[src/rtl/mc_ctrl_pkg.sv]
// rtl/mc_ctrl_pkg.sv - shared states, select codes, condition codes and ALU-op decode for the multicycle controller
package mc_ctrl_pkg;

    typedef enum logic [3:0] {
        IDLE     = 4'd0,
        FETCH    = 4'd1,
        DECODE   = 4'd2,
        MEMADR   = 4'd3,
        MEMREAD  = 4'd4,
        MEMWB    = 4'd5,
        MEMWRITE = 4'd6,
        EXECR    = 4'd7,
        EXECI    = 4'd8,
        ALUWB    = 4'd9,
        BRANCH   = 4'd10
    } state_t;

    // ALUop codes
    localparam logic [2:0] ALUOP_ADD = 3'b000;
    localparam logic [2:0] ALUOP_SUB = 3'b001;
    localparam logic [2:0] ALUOP_AND = 3'b010;
    localparam logic [2:0] ALUOP_ORR = 3'b011;
    localparam logic [2:0] ALUOP_MOV = 3'b100;

    // ShiftType: 111 means no shift applied
    localparam logic [2:0] SHIFT_NONE = 3'b111;

    // ResultSrc codes
    localparam logic [1:0] RES_ALU  = 2'b00;
    localparam logic [1:0] RES_MEM  = 2'b01;
    localparam logic [1:0] RES_DFLT = 2'b10;

    // ALUSrcA / ALUSrcB / RegSrc codes
    localparam logic [1:0] SRCA_PC   = 2'b00;
    localparam logic [1:0] SRCA_RN   = 2'b01;
    localparam logic [1:0] SRCB_REG  = 2'b00;
    localparam logic [1:0] SRCB_IMM  = 2'b01;
    localparam logic [1:0] SRCB_BR   = 2'b10;
    localparam logic [1:0] SRCB_DFLT = 2'b11;
    localparam logic [1:0] REGSRC_DFLT = 2'b10;

    // Instruction classes (I[27:26])
    localparam logic [1:0] OP_ALU = 2'b00;
    localparam logic [1:0] OP_MEM = 2'b01;
    localparam logic [1:0] OP_BR  = 2'b10;

    // Data-processing commands that get a dedicated ALUop
    localparam logic [3:0] CMD_AND = 4'b0000;
    localparam logic [3:0] CMD_SUB = 4'b0010;
    localparam logic [3:0] CMD_ADD = 4'b0100;
    localparam logic [3:0] CMD_CMP = 4'b1010;
    localparam logic [3:0] CMD_ORR = 4'b1100;
    localparam logic [3:0] CMD_MOV = 4'b1101;

    // Condition codes
    localparam logic [3:0] COND_EQ = 4'h0;
    localparam logic [3:0] COND_NE = 4'h1;
    localparam logic [3:0] COND_CS = 4'h2;
    localparam logic [3:0] COND_CC = 4'h3;
    localparam logic [3:0] COND_MI = 4'h4;
    localparam logic [3:0] COND_PL = 4'h5;
    localparam logic [3:0] COND_VS = 4'h6;
    localparam logic [3:0] COND_VC = 4'h7;
    localparam logic [3:0] COND_HI = 4'h8;
    localparam logic [3:0] COND_LS = 4'h9;
    localparam logic [3:0] COND_GE = 4'hA;
    localparam logic [3:0] COND_LT = 4'hB;
    localparam logic [3:0] COND_GT = 4'hC;
    localparam logic [3:0] COND_LE = 4'hD;
    localparam logic [3:0] COND_AL = 4'hE;

    function automatic logic [2:0] alu_op_of(input logic [3:0] cmd);
        case (cmd)
            CMD_AND: return ALUOP_AND;
            CMD_SUB: return ALUOP_SUB;
            CMD_ADD: return ALUOP_ADD;
            CMD_ORR: return ALUOP_ORR;
            CMD_CMP: return ALUOP_SUB;
            CMD_MOV: return ALUOP_MOV;
            default: return ALUOP_ADD;
        endcase
    endfunction

endpackage

[src/rtl/mc_cond_check.sv]
// rtl/mc_cond_check.sv - condition field versus {N,Z,C,V} flags, combinational pass/fail
module mc_cond_check
    import mc_ctrl_pkg::*;
(
    input  logic [3:0] cond,
    input  logic [3:0] flags,
    output logic       pass
);

    logic n, z, c, v;
    assign {n, z, c, v} = flags;

    // Evaluate the condition; 1111 never passes
    always_comb begin
        pass = 1'b0;
        case (cond)
            COND_EQ: pass = z;
            COND_NE: pass = !z;
            COND_CS: pass = c;
            COND_CC: pass = !c;
            COND_MI: pass = n;
            COND_PL: pass = !n;
            COND_VS: pass = v;
            COND_VC: pass = !v;
            COND_HI: pass = c && !z;
            COND_LS: pass = !c || z;
            COND_GE: pass = (n == v);
            COND_LT: pass = (n != v);
            COND_GT: pass = !z && (n == v);
            COND_LE: pass = z || (n != v);
            COND_AL: pass = 1'b1;
            default: pass = 1'b0;
        endcase
    end

endmodule

[src/rtl/multicycle_control_fsm.sv]
// rtl/multicycle_control_fsm.sv - multicycle datapath controller with cond gating, run/step control and retire counter
module multicycle_control_fsm
    import mc_ctrl_pkg::*;
#(
    parameter int INSTR_W = 32,
    parameter int CNT_W   = 16,
    parameter bit STEP_EN = 1'b1
) (
    input  logic               clock,
    input  logic               reset,
    input  logic [INSTR_W-1:0] INSTRUCTION,
    input  logic [3:0]         FLAGS,
    input  logic               run,
    input  logic               step,
    output logic               PCWrite,
    output logic               IRWrite,
    output logic               RegWrite,
    output logic               MemWrite,
    output logic               AdrSrc,
    output logic               A3Src,
    output logic               WD3Src,
    output logic               FlagUpdate,
    output logic [1:0]         ALUSrcA,
    output logic [1:0]         ALUSrcB,
    output logic [1:0]         ResultSrc,
    output logic [1:0]         RegSrc,
    output logic [2:0]         ALUop,
    output logic [2:0]         ShiftType,
    output logic               halted,
    output logic               instr_done,
    output logic [CNT_W-1:0]   instr_count
);

    localparam state_t RESET_STATE = STEP_EN ? IDLE : FETCH;

    state_t state, state_next;
    logic   retire;

    logic [31:0] ir;
    assign ir = INSTRUCTION[31:0];

    logic [1:0] op;
    logic       imm, sl, link, rd_pc, is_cmp;
    logic [3:0] cmd;
    assign op     = ir[27:26];
    assign imm    = ir[25];
    assign cmd    = ir[24:21];
    assign sl     = ir[20];
    assign link   = ir[24];
    assign rd_pc  = (ir[15:12] == 4'hF);
    assign is_cmp = (cmd == CMD_CMP);

    logic cond_pass, exec_ok;
    mc_cond_check u_cond (
        .cond  (ir[31:28]),
        .flags (FLAGS),
        .pass  (cond_pass)
    );
    // Undefined class 11 is squashed exactly like a failed condition
    assign exec_ok = cond_pass && (op != 2'b11);

    // Where to go after an instruction finishes: keep running or park
    state_t after_instr;
    assign after_instr = (!STEP_EN || run) ? FETCH : IDLE;

    // State register
    always_ff @(posedge clock) begin
        if (reset) state <= RESET_STATE;
        else       state <= state_next;
    end

    // Retired-instruction counter; squashed instructions are not counted
    always_ff @(posedge clock) begin
        if (reset)       instr_count <= '0;
        else if (retire) instr_count <= instr_count + CNT_W'(1);
    end

    // Next-state logic
    always_comb begin
        state_next = state;
        case (state)
            IDLE:     if (run || step) state_next = FETCH;
            FETCH:    state_next = DECODE;
            DECODE: begin
                if (!exec_ok)           state_next = after_instr;
                else if (op == OP_MEM)  state_next = MEMADR;
                else if (op == OP_ALU)  state_next = imm ? EXECI : EXECR;
                else                    state_next = BRANCH;
            end
            MEMADR:   state_next = sl ? MEMREAD : MEMWRITE;
            MEMREAD:  state_next = MEMWB;
            EXECR,
            EXECI:    state_next = is_cmp ? after_instr : ALUWB;
            MEMWB,
            MEMWRITE,
            ALUWB,
            BRANCH:   state_next = after_instr;
            default:  state_next = RESET_STATE;
        endcase
    end

    // Output decode: one case on the state register, registered IR as the only other input
    always_comb begin
        PCWrite    = 1'b0;
        IRWrite    = 1'b0;
        RegWrite   = 1'b0;
        MemWrite   = 1'b0;
        AdrSrc     = 1'b0;
        A3Src      = 1'b0;
        WD3Src     = 1'b0;
        FlagUpdate = 1'b0;
        ALUSrcA    = SRCA_PC;
        ALUSrcB    = SRCB_DFLT;
        ResultSrc  = RES_DFLT;
        RegSrc     = REGSRC_DFLT;
        ALUop      = ALUOP_ADD;
        ShiftType  = SHIFT_NONE;
        halted     = 1'b0;
        retire     = 1'b0;
        case (state)
            IDLE:  halted = 1'b1;
            FETCH: begin
                IRWrite = 1'b1;
                PCWrite = 1'b1;
            end
            MEMADR: begin
                ALUSrcA = SRCA_RN;
                ALUSrcB = SRCB_IMM;
            end
            MEMREAD: begin
                AdrSrc  = 1'b1;
                ALUSrcA = SRCA_RN;
                ALUSrcB = SRCB_IMM;
            end
            MEMWB: begin
                AdrSrc    = 1'b1;
                RegWrite  = 1'b1;
                ResultSrc = RES_MEM;
                PCWrite   = rd_pc;
                retire    = 1'b1;
            end
            MEMWRITE: begin
                AdrSrc   = 1'b1;
                MemWrite = 1'b1;
                ALUSrcA  = SRCA_RN;
                ALUSrcB  = SRCB_IMM;
                retire   = 1'b1;
            end
            EXECR, EXECI: begin
                ALUSrcA    = SRCA_RN;
                ALUSrcB    = (state == EXECI) ? SRCB_IMM : SRCB_REG;
                ShiftType  = (state == EXECI) ? SHIFT_NONE : ir[6:4];
                ALUop      = alu_op_of(cmd);
                FlagUpdate = sl || is_cmp;
                retire     = is_cmp;
            end
            ALUWB: begin
                RegWrite  = 1'b1;
                ResultSrc = RES_ALU;
                ALUop     = alu_op_of(cmd);
                PCWrite   = rd_pc;
                retire    = 1'b1;
            end
            BRANCH: begin
                ALUSrcB  = SRCB_BR;
                PCWrite  = 1'b1;
                RegWrite = link;
                A3Src    = link;
                WD3Src   = link;
                retire   = 1'b1;
            end
            default: ;
        endcase
    end

    assign instr_done = retire || ((state == DECODE) && !exec_ok);

endmodule

[config.mk]
export PLATFORM = sky130hd
export DESIGN_NAME = multicycle_control_fsm
export DESIGN_NICKNAME = d
export VERILOG_FILES = /design/src/rtl/mc_ctrl_pkg.sv /design/src/rtl/mc_cond_check.sv /design/src/rtl/multicycle_control_fsm.sv
export SDC_FILE = /design/constraint.sdc
export NUM_CORES = 1
export LEC_CHECK = 0
export ABC_AREA = 1
export CAP_MARGIN = 10
export CORE_MARGIN = 2
export CORE_UTILIZATION = 50
export DETAILED_ROUTE_END_ITERATION = 8
export DONT_BUFFER_PORTS = 1
export MAX_ROUTING_LAYER = met4
export PLACE_DENSITY_LB_ADDON = 0.25
export SKIP_LAST_GASP = 1
export SYNTH_ARGS = -nofsm -noshare
export SYNTH_HDL_FRONTEND = slang
export SYNTH_SLANG_ARGS = --single-unit
export TNS_END_PERCENT = 50
[constraint.sdc]
create_clock -name clock -period 1.4 [get_ports clock]
set_clock_uncertainty 0.05 [all_clocks]
set_input_delay 0.28 -clock clock [delete_from_list [all_inputs] [get_ports clock]]
set_output_delay 0.28 -clock clock [all_outputs]
set_load 0.03 [all_outputs]
Word-level counts from Yosys, hierarchy flattened

Index checks and enable logic that the tools add are counted.
W data, S select, Z words.

Output and inout bits: 40
Logic and storage cells: 91
Input port bits: 40
Register bits after elaboration: 20

$add $sub $neg: 1
Reductions and logical operators: 27
Muxes and demuxes: 27
Equal/unequal tests: 34

Operators by type and width:

| cell                    | count |
|---|---|
| $eq A4 B4 Y1 const B    | 14 |
| $eq A4 B3 Y1 const B    | 8 |
| $pmux W4 S7             | 1 |
| $mux W4                 | 6 |
| $eq A4 B2 Y1 const B    | 5 |
| $add A16 B1 Y16 const B | 1 |
| $pmux W1 S15            | 1 |
| $logic_not A4 Y1        | 3 |
| $pmux W3 S4             | 1 |
| $mux W1                 | 9 |
| $mux W3                 | 3 |
| $reduce_or A3 Y1        | 3 |
| $eq A4 B1 Y1 const B    | 2 |
| $reduce_or A2 Y1        | 4 |
| $pmux W1 S2             | 3 |
| $pmux W2 S3             | 1 |
| $logic_not A1 Y1        | 5 |
| $logic_or A1 B1 Y1      | 5 |
| $reduce_or A5 Y1        | 1 |
| $logic_and A1 B1 Y1     | 4 |
| $ne A2 B2 Y1 const B    | 2 |
| $pmux W2 S2             | 1 |
| $reduce_or A4 Y1        | 1 |
| $eq A2 B1 Y1 const B    | 1 |
| other kinds (4)         | 4 |

Longest topological paths before layout

Depth after elaboration: 7
Gate-level depth with buffers: 13
Depth with buffers taken out: 13

Hierarchy

A second synthesis with hierarchy kept.

Cell total of the unflattened synthesis: 321
Area, all modules: 1868.0 µm²

By module, submodules not included:

| module                 | sequential area each (µm²) | instances | cells each | area each (µm²) |
|---|---|---|---|---|
| multicycle_control_fsm | 400.4                      | 1         | 266        | 1639.1 |
| mc_cond_check          | 0.0                        | 1         | 55         | 229.0 |

Worst setup path after synthesis

OpenSTA, ideal clock, no wires.

Path type: register to output
Start: reg state[3]
End: out PCWrite
Cell stages (with the launch flop): 6
Data required time: 1.070 ns
Path buffers: 0
Arrival: 1.598 ns
Path slack: -0.528 ns
Cell sequence: dfxtp_1 > nor2_1 > inv_1 > nor3_1 > a31oi_1 > nand2_1

Longest elaborated chain between the ends: 3
Elaborated cells between the ends (all ways): 7

RTL lines:

| element                              | RTL line                      | RTL |
|---|---|---|
| from (decl)                          | multicycle_control_fsm.sv:36  | `state_t state, state_next;` |
| from (signal assigned)               | multicycle_control_fsm.sv:69  | `else state <= state_next;` |
| $eq A4 B4 Y1 (tied with other cells) | multicycle_control_fsm.sv:120 | `case (state)` |
| $reduce_or A2 Y1 (no source line)    | -                             |  |
| $pmux W1 S2 *                        | multicycle_control_fsm.sv:120 |  |
| to (decl)                            | multicycle_control_fsm.sv:15  | `output logic PCWrite,` |

Every way passes the cells marked *; elsewhere a longest branch is shown, timed or not.

Worst setup path in the final report

Start: reg state[2]
End: out ALUSrcB[0]

Longest elaborated chain between the ends: 3
Elaborated cells between the ends (all ways): 10

RTL lines:

| element                                                   | RTL line                      | RTL |
|---|---|---|
| $eq A4 B3 Y1 (tied with other cells)                      | multicycle_control_fsm.sv:120 |  |
| $reduce_or A3 Y1 (no source line) (tied with other cells) | -                             |  |
| $pmux W2 S3 *                                             | multicycle_control_fsm.sv:120 |  |
| to (decl)                                                 | multicycle_control_fsm.sv:24  | `output logic [1:0] ALUSrcB,` |

Marked as above.

==> impl_metrics.yaml <==
outcome:
  status: "complete, but fails checks"
  failed_checks: "setup timing"
power_and_ir_drop:
  net-switching-power_uw: 642
  pwr-share-comb_pct: 38.8
  power.density_mw_per_mm2: 692
  p_leak_uw: 0.00124
  int_power_uw: 1150
  switching_share_of_power_pct: 35.9
  ir_drop_mv: 0.514
  power_uw: 1790
  p_seq_share_pct: 34.5
  pwr-share-clk_pct: 26.7
finish:
  design.final.nets: 388
  diodes: 0
  utilization_pct: 84.0
  share_of_cells_above_drive_strength_1_pct: 46.5
  area_growth_syn_to_layout_pct: 59.6
  finish.cell_count_without_fillers: 390
worst_setup_path:
  worst_setup_path_end_kind: "output port"
  setup.worst_path.start_class: "flip-flop"
  reg2reg_setup_slack_ps: -410
  timing.setup.critical_path_class: "reg2out"
  worst_ep_required_time_ps: 1070
  crit_path_max_fanout: 4
  critical_path_arrival_ps: 1510
sta:
  finalHoldViolCount: 0
  period_needed_ps: 1840
  fin_hold_ws_ps: 122
  slew-limit-headroom_pct: 66.3
  transition_at_the_pin_with_the_smallest_max_transition_slack_ps: 503
  finalWorstSetupSlack_ps: -437
  finalMaxSlewViolations: 0
  grt_setup_unrepaired: "yes"
  fin_tns_setup_ps: -12830
  max_freq_mhz: 544
  final_min_period_over_clock_period_pct: 131
  final-setup-viol-count: 40
die:
  start_util_pct: 52.6
  chipWidth_um: 60.9
  fp.coreArea_mm2: 0.00308
  dieArea_mm2: 0.00371
  io_pins: 80
  total_number_of_placement_rows: 20
  floorplan.die.height_um: 60.9
routing:
  met2RoutedLength_um: 2850
  drt-met1-wl_um: 2040
  first_pass_iters: 4
  met3WireLength_um: 379
  ant_nets: 0
  iteration_0_drc_markers: 103
  average_detailed_routed_wire_length_per_instance_um: 14.2
  routed_wl_um: 5530
  route.vias.total: 2114
  dr.max_layer_used: "met4"
  drc_errors: 0
  drt-vias-per-instance: 5.42
cts:
  path_clk_slew_ps: 110
  cts.path.max_buffers: 2
  clock_tree_from_tritoncts: "done"
  numCtsBuffers: 3
  clk_latency_ps: 310
  clock-sinks: 20
  ctsRootBufferMaster: "sky130_fd_sc_hd__clkbuf_4"
  cts_htree_levels: 1
synthesis:
  syn-mean-instance-area_um2: 5.91
  post_synth_main_area_contributors: "sky130_fd_sc_hd__dfxtp_1 (25%), sky130_fd_sc_hd__nand2_1 (15%), sky130_fd_sc_hd__inv_1 (10%)"
  most_frequent_cell_after_synthesis: "sky130_fd_sc_hd__nand2_1"
  ys_seq_area_share_pct: 24.7
  syn-cell-area_mm2: 0.00162
  synthDominantAreaCellType: "sky130_fd_sc_hd__dfxtp_1"
  yosys_register_bits: 20
  synth_top_area_share_pct: 24.7
  synth_flop_cell: "sky130_fd_sc_hd__dfxtp_1"
  synth_common_cells: "sky130_fd_sc_hd__nand2_1 (64), sky130_fd_sc_hd__inv_1 (45), sky130_fd_sc_hd__nor2_1 (28)"
  async_flop_share_pct: 0
  synth.lib_cells_used.distinct: 35
  number_of_warnings_printed_during_yosys_synthesis: 0
  syn_inst: 274
  number_of_synthesized_flops_with_an_enable_pin: 0
grt:
  global_route.usage.total_pct: 27.7
  first_global_vias: 1878
  first_pass_grt_wire_length_um: 7500
  grt-ovfl-total: 0
  pin_count_of_the_biggest_net_entering_global_routing: 13
  antenna_found_initial: 0
min_path:
  worstHoldPathType: "in2reg"
place:
  dp_hpwl_um: 3400
  port_buffers: 0
  placedCellCount: 374
  gp_congestion: 0.817
job:
  drv.max_cap_violation_count: 0
## timing repair
action,4_1_cts,5_1_grt
setup endpoints to repair,39,40
gates resized for setup,43,17
pin swaps,12,5
buffers inserted,7,4
hold buffers,1,0
hold endpoints to repair,11,0
## cell type report
type,count,area (um^2)
Clock inverter,1,30.0
Clock buffer,3,22.5
Fill cell,182,492
Multi-Input combinational cell,200,1200
Timing Repair Buffer,73,632
Sequential cell,20,437
Tap cell,44,55.1
Inverter,49,209
## cell families (layout without fill, tap and decap cells)
kind of cell	after synthesis	after routing	share of synthesized area (%)
buffers and inverters	55	126	14.3
flip-flops	20	20	24.7
XOR/XNOR	3	3	1.62
other	2	3	0.463
AO/OA/AOI/OAI	41	41	14.0
adder cells (fa/ha/maj)	1	1	0.772
AND/OR/NAND/NOR	152	152	44.2
## power groups by stage
stage	sequential, uW	combinational (uW)	clock (uW)
global route	620	730	508
finish	617	695	477
floorplan	620	369	0
detailed placement	619	538	0
global placement	617	529	0
CTS	611	629	488
## per-stage QoR
stage | cell area [um^2] | worst slack (ps)
detailed placement | 2270 | -165
finish | 2590 | -437
global placement | 2270 | -138
CTS | 2510 | -377
floorplan | 1780 | -129
global route | 2590 | -506
## placed cells by master (no fill, tap or decap), types with 2 or more instances in the layout
| cell type | instances |
|---|---|
| sky130_fd_sc_hd__xnor2_1 | 3 |
| sky130_fd_sc_hd__nand3_1 | 22 |
| sky130_fd_sc_hd__dfxtp_1 | 7 |
| sky130_fd_sc_hd__nand2_1 | 52 |
| sky130_fd_sc_hd__nor2_2 | 5 |
| sky130_fd_sc_hd__o21ai_2 | 3 |
| sky130_fd_sc_hd__inv_1 | 31 |
| sky130_fd_sc_hd__inv_4 | 8 |
| sky130_fd_sc_hd__dfxtp_4 | 8 |
| sky130_fd_sc_hd__or2_4 | 3 |
| sky130_fd_sc_hd__buf_12 | 2 |
| sky130_fd_sc_hd__o21ai_0 | 5 |
| sky130_fd_sc_hd__nand4_1 | 2 |
| sky130_fd_sc_hd__nor3_1 | 8 |
| sky130_fd_sc_hd__nor3_2 | 3 |
| sky130_fd_sc_hd__nor2_4 | 12 |
| sky130_fd_sc_hd__a21oi_1 | 22 |
| sky130_fd_sc_hd__nor2_1 | 17 |
| sky130_fd_sc_hd__clkbuf_4 | 3 |
| sky130_fd_sc_hd__nand2_2 | 13 |
| sky130_fd_sc_hd__inv_2 | 9 |
| sky130_fd_sc_hd__nor3_4 | 2 |
| sky130_fd_sc_hd__o21ai_1 | 4 |
| sky130_fd_sc_hd__o2111ai_2 | 2 |
| sky130_fd_sc_hd__dfxtp_2 | 5 |
| sky130_fd_sc_hd__buf_6 | 15 |
| sky130_fd_sc_hd__conb_1 | 3 |
| sky130_fd_sc_hd__nand2_4 | 6 |
| sky130_fd_sc_hd__nand3b_1 | 3 |
| sky130_fd_sc_hd__buf_4 | 55 |
## routing by layer
metal,global-route usage [%],vias to the layer above
met4,9.94,0
met2,53.1,116
met1,28.5,958
li1,-,1012
met5,-,-
met3,2.99,28
## critical path: stages, from the launching register on
cell	delay, ps
sky130_fd_sc_hd__dfxtp_4	400
sky130_fd_sc_hd__inv_4	50
sky130_fd_sc_hd__nor2_4	150
sky130_fd_sc_hd__nand2_2	100
sky130_fd_sc_hd__nand2_4	120
sky130_fd_sc_hd__buf_6	120
sky130_fd_sc_hd__o2111ai_2	100
sky130_fd_sc_hd__buf_6	160
## sequential cells by signal, indices dropped and copies added (netlist names)
register,flops
instr_count,16
state,4
## path summary, 6_finish.rpt
check | depth (start not counted) | endpoint | from
setup reg to reg | 11 | state[0] | state[2]
hold reg to reg | 2 | instr_count[6] | instr_count[6]
hold / removal | 3 | state[2] | INSTRUCTION[25]
setup / recovery | 7 | ALUSrcB[0] | state[2]
(Power assumes the default switching activity.)
